[src/rtl/alu_pkg.sv]
// Shared op codes, FSM state encoding and small helpers for the ALU arbiter.
package alu_pkg;

   localparam logic [3:0] ALU_AND  = 4'd0;
   localparam logic [3:0] ALU_OR   = 4'd1;
   localparam logic [3:0] ALU_ADD  = 4'd2;
   localparam logic [3:0] ALU_SUB  = 4'd6;
   localparam logic [3:0] ALU_NAND = 4'd7;
   localparam logic [3:0] ALU_NOR  = 4'd12;
   localparam logic [3:0] ALU_XOR  = 4'd13;

   typedef enum logic {
      ST_IDLE = 1'b0,
      ST_HOLD = 1'b1
   } state_t;

   function automatic logic [1:0] onehot2(input logic idx);
      return idx ? 2'b10 : 2'b01;
   endfunction

endpackage

[src/rtl/alu_rr_arbiter.sv]
// Two-way grant logic; ALU_ARB_ROUND_ROBIN_EN selects round-robin over fixed priority.
module alu_rr_arbiter (
   input  logic       clk,
   input  logic       rst,
   input  logic [1:0] req,
   input  logic       accept,
   output logic [1:0] grant,
   output logic       owner
);

   // last granted requester; doubles as the pending-result owner
   logic last;

   always_comb begin
      grant = req;
      unique case (1'b1)
         (req == 2'b11): begin
`ifdef ALU_ARB_ROUND_ROBIN_EN
            grant = last ? 2'b01 : 2'b10;
`else
            grant = 2'b01;
`endif
         end
         default: grant = req;
      endcase
   end

   always_ff @(posedge clk or posedge rst) begin
      if (rst) begin
         last <= 1'b1;
      end else if (accept) begin
         last <= grant[1];
      end
   end

   assign owner = last;

endmodule

[src/rtl/alu_arbiter.sv]
// Two-requester shared ALU with one registered result slot.
// Build option: ALU_ARB_ROUND_ROBIN_EN (round-robin instead of fixed priority).
module alu_arbiter
   import alu_pkg::*;
#(
   parameter int WIDTH = 32
) (
   input  logic               clk,
   input  logic               rst,
   input  logic [1:0]         req_valid,
   output logic [1:0]         req_ready,
   input  logic [7:0]         req_ctl,
   input  logic [2*WIDTH-1:0] req_a,
   input  logic [2*WIDTH-1:0] req_b,
   output logic [1:0]         rsp_valid,
   input  logic [1:0]         rsp_ready,
   output logic [WIDTH-1:0]   rsp_out,
   output logic               rsp_zero
);

   state_t           state;
   logic [1:0]       grant;
   logic             owner;
   logic             win;
   logic             free;
   logic             accept;
   logic [3:0]       win_ctl;
   logic [WIDTH-1:0] win_a;
   logic [WIDTH-1:0] win_b;
   logic [WIDTH-1:0] alu_res;

   function automatic logic [WIDTH-1:0] alu_calc(
      input logic [3:0]       op,
      input logic [WIDTH-1:0] a,
      input logic [WIDTH-1:0] b
   );
      logic [WIDTH-1:0] r;
      unique case (op)
         ALU_ADD:  r = a + b;
         ALU_SUB:  r = a - b;
         ALU_AND:  r = a & b;
         ALU_OR:   r = a | b;
         ALU_NOR:  r = ~(a | b);
         ALU_NAND: r = ~(a & b);
         ALU_XOR:  r = a ^ b;
         default:  r = '0;
      endcase
      return r;
   endfunction

   alu_rr_arbiter u_arb (
      .clk    (clk),
      .rst    (rst),
      .req    (req_valid),
      .accept (accept),
      .grant  (grant),
      .owner  (owner)
   );

   always_comb begin
      win     = grant[1];
      win_ctl = win ? req_ctl[7:4] : req_ctl[3:0];
      win_a   = win ? req_a[2*WIDTH-1:WIDTH] : req_a[WIDTH-1:0];
      win_b   = win ? req_b[2*WIDTH-1:WIDTH] : req_b[WIDTH-1:0];
      alu_res = alu_calc(win_ctl, win_a, win_b);
   end

   // the slot is free when empty or being drained this cycle
   always_comb begin
      free      = (state == ST_IDLE) || rsp_ready[owner];
      req_ready = (!rst && free) ? grant : 2'b00;
      accept    = |req_ready;
   end

   always_ff @(posedge clk or posedge rst) begin
      if (rst) begin
         state     <= ST_IDLE;
         rsp_valid <= 2'b00;
         rsp_out   <= '0;
         rsp_zero  <= 1'b1;
      end else if (accept) begin
         state     <= ST_HOLD;
         rsp_valid <= onehot2(win);
         rsp_out   <= alu_res;
         rsp_zero  <= (alu_res == '0);
      end else if (state == ST_HOLD && rsp_ready[owner]) begin
         state     <= ST_IDLE;
         rsp_valid <= 2'b00;
      end
   end

endmodule

[config.mk]
export PLATFORM = sky130hd
export DESIGN_NAME = alu_arbiter
export DESIGN_NICKNAME = d
export VERILOG_FILES = /design/src/rtl/alu_pkg.sv /design/src/rtl/alu_rr_arbiter.sv /design/src/rtl/alu_arbiter.sv
export SDC_FILE = /design/constraint.sdc
export NUM_CORES = 1
export LEC_CHECK = 0
export ABC_AREA = 1
export BUFFER_PORTS_ARGS = -buffer_cell sky130_fd_sc_hd__buf_2
export CORE_ASPECT_RATIO = 0.8
export CORE_MARGIN = 4
export CORE_UTILIZATION = 40
export DETAILED_ROUTE_END_ITERATION = 10
export PLACE_DENSITY_LB_ADDON = 0.3
export SLEW_MARGIN = 10
export SYNTH_ARGS = -nofsm -noshare
export SYNTH_HDL_FRONTEND = slang
export SYNTH_SLANG_ARGS = --single-unit
[constraint.sdc]
create_clock -name clk -period 4.7 [get_ports clk]
set_input_delay 0.94 -clock clk [delete_from_list [all_inputs] [get_ports clk]]
set_output_delay 0.94 -clock clk [all_outputs]
set_load 0.02 [all_outputs]
==> metrics.yaml <==
worst_setup_path:
  start_kind: "input port"
  rrSetupSlack_ns: 2.50
  worst-path-max-fanout: 15
  crit_required_ns: 4.92
  slowest_stage: "ha_1"
  critical_path_class: "input port to register"
  critical_path.reg2reg.startpoint: "u_arb.owner$_DFFE_PP1N_"
  reg2reg_depth: 8
  timing.critical_path.to_type: "register"
  timing.critical_path.from: "req_valid[0]"
  timing.critical_path.to: "rsp_zero$_DFFE_PP1N_"
  critical_path_arrival_ns: 4.71
  critical-path-top-cell-by-count: "nand2_1"
  reg2reg_to: "rsp_out[29]$_DFFE_PP0N_"
  worst_path_largest_cell_delay_ns: 0.39
synthesis:
  ys_async_sr_fraction_pct: 100.0
  post-synth-top-area-fraction_pct: 22.68
  warnings_synthesis: 0
  synthesis.area_sq_um: 7910
  yosys.area.top_type: "nand2_1"
  syn-num-nets: 1642
  mean_instance_size_in_the_synthesized_netlist_sq_um: 5.630
  post_synth_main_area_contributors: "nand2_1, ha_1, dfrtp_1, inv_1, o21ai_0"
  ys_seq_area_share_pct: 11.74
  synth-edff-count: 0
  synthesis.instances: 1405
  total_of_flip_flops_plus_latches_after_synthesis: 37
  synth_top_flop_cell: "dfrtp_1"
  post_synth_num_cell_types: 46
floorplan:
  row_count: 45
  fp.dieArea_sq_um: 22100
  design.portCount: 179
  initial_core_util_pct: 41.20
  dieWidth_um: 165.2
  core_area_sq_um: 19200
  die-height_um: 133.8
clocking:
  cts_hold_buf: 0
  tritoncts_clock_tree: "done"
  ctsHtreeMaxLevel: 2
  cts_inserted_buffers: 5
  clk_path_buf_depth: 2
  worst_setup_hold_path_clk_slew_ns: 0.06
  clkSinkCount: 37
  root_buffer: "clkbuf_16"
  insertion_delay_ns: 0.28
timing:
  final.setup_skew_ns: 0.004819
  hold_violations: 0
  finalSetupViolations: 0
  final-max-slew-violation-count: 0
  max_slew_margin_pct: 41.40
  min_period_ns: 4.491
  timing.final.crit_share_pct: 95.56
  maxClockFrequency_mhz: 222.7
  tightestPinTransition_ns: 0.8780
power:
  p_leak_nw: 5.535
  pwr_density_cell_nw_per_um2: 248.7
  peakVddDrop_uv: 211.8
global_route:
  pin_count_of_the_biggest_net_entering_global_routing: 58
  first_global_vias: 8923
  grt_first_pass_wirelength_um: 43500
  antenna_violations_before_repair: 0
  grt.overflow.total: 0
  gr-usage-all-layers_pct: 24.36
placed_design:
  gp_congestion: 1.052
  dpl_cell_area_sq_um: 9265
  placement.io_buffers: 178
  hpwl_um: 23050
finish:
  finish.utilization_pct: 51.28
  final_design_area_no_fill_sq_um: 9846
  area_growth_syn_to_layout_pct: 24.47
  finish.net_count: 1842
  diodes: 0
  filler_cell_count: 2112
  layout_common_cells: "nand2_1, buf_2, inv_1, nor2_1, o21ai_0"
  drive_above_1_share_pct: 23.60
  most_common_library_cell_in_the_layout_ignoring_fill_and_taps: "nand2_1"
detailed_routing:
  route.vias.total: 9506
  detailedRoute.firstPassIterationCount: 6
  first_iter_violations: 612
  avgRoutedWirePerCell_um: 15.19
  vias_per_cell: 5.100
  detail_route.drc_violations: 0
  final_antenna_net_count: 0
  route.final.wire_length_um: 28320
status:
  status: "finished, final reports clean"
run:
  cap_violations: 0
min_path:
  min-delay-path-class: "register to register"
timing repair:
action	in CTS	in global routing
setup endpoints to repair	0	3
gates resized for setup	0	78
buffers inserted	0	8
flip-flops by register name, indices dropped and copies added (netlist names):
| signal | count |
|---|---|
| rsp_out | 32 |
| rsp_valid | 2 |
| rsp_zero | 1 |
| state | 1 |
| u_arb.owner | 1 |
Yosys cell counts (2+ instances only):
cell type / instances
a211oi_1: 2
a21boi_0: 3
a21o_1: 4
a21oi_1: 37
a31oi_1: 13
buf_2: 22
buf_4: 4
buf_6: 7
clkbuf_1: 12
dfrtp_1: 35
dfstp_2: 2
ha_1: 94
inv_1: 178
inv_2: 8
mux2i_1: 2
nand2_1: 478
nand2_2: 7
nand2_4: 2
nand3_1: 72
nand3b_1: 5
nand4_1: 5
nor2_1: 150
nor2_2: 3
nor2_4: 3
nor3_1: 14
nor3b_1: 2
nor3b_2: 3
o2111ai_1: 2
o211ai_1: 6
o21ai_0: 117
o21ai_1: 19
o21ai_2: 8
o21bai_1: 3
o221ai_1: 2
o31ai_1: 2
or2_0: 3
or2_1: 3
or2_2: 34
xor2_1: 32
per-layer routing:
layer	vias to the layer above	part of all wire, %	wire (um)	track usage, %
met2	335	47	13190	42.45
li1	4850	-	-	-
met1	4261	44	12410	30.94
met5	-	0	0	0
met4	0	3.6	1009	8.083
met3	60	6.1	1721	3.195
final cells by class:
cell class / count / area (sq um) / share of cell area (%)
clock inverter: 1 / 30.03 / 0.3050
clock buffer: 7 / 142.6 / 1.449
multi-input combinational: 1136 / 6233 / 63.31
tap: 258 / 322.8 / 3.279
inverter: 187 / 704.4 / 7.155
sequential: 37 / 928.4 / 9.429
timing repair buffer: 238 / 1484 / 15.07
critical path: cells and delay by family:
kind,cells,cell delay (ns)
xor gates and xnor gates,1,0.14
adders and majority gates,1,0.39
buffers and inverters,4,0.42
and+or+nand+nor,26,2.83
report_power, final:
part / total, mW / leakage [nW] / switching [mW] / internal, mW
clock: 0.384 / 0.0841 / 0.119 / 0.265
sequential: 0.458 / 0.459 / 0.0479 / 0.410
combinational: 1.61 / 4.99 / 1.02 / 0.586
total: 2.45 / 5.54 / 1.19 / 1.26
cells by family (layout without fill, tap and decap cells):
family	Yosys count	after routing	synth area share (%)
simple gates	789	789	41.93
buf+inv	232	433	12.21
compound gates	218	218	15.20
fa+ha+maj	95	95	15.12
flops	37	37	11.74
xor+xnor	32	32	3.543
mux	2	2	0.2531
per-stage QoR:
| step | setup TNS (ns) | std cells | hold slack [ns] | setup slack, ns | total power, mW |
|---|---|---|---|---|---|
| 2_1_floorplan | 0 | 1405 | 0.4514 | 0.7045 | 1.464 |
| 3_3_place_gp | -0.4696 | 1843 | 0.4611 | -0.3561 | 1.965 |
| 3_5_place_dp | -0.3058 | 1843 | 0.4645 | -0.2662 | 1.979 |
| 4_1_cts | 0 | 1851 | 0.4784 | 0.02211 | 2.379 |
| 5_1_grt | -0.03952 | 1864 | 0.5029 | -0.03952 | 2.684 |
| 6_report | 0 | 1864 | 0.4733 | 0.2088 | 2.449 |
worst min path at each step:
stage	from	end	slack, ns	depth (start not counted)
finish	u_arb.owner$_DFFE_PP1N_	u_arb.owner$_DFFE_PP1N_	0.47	2
global route	u_arb.owner$_DFFE_PP1N_	u_arb.owner$_DFFE_PP1N_	0.50	2
CTS	rsp_out[16]$_DFFE_PP0N_	rsp_out[16]$_DFFE_PP0N_	0.48	2
detailed placement	rsp_out[12]$_DFFE_PP0N_	rsp_out[12]$_DFFE_PP0N_	0.46	2
global placement	rsp_out[17]$_DFFE_PP0N_	rsp_out[17]$_DFFE_PP0N_	0.46	2
floorplan	u_arb.owner$_DFFE_PP1N_	u_arb.owner$_DFFE_PP1N_	0.45	2
(Power assumes the default switching activity.)
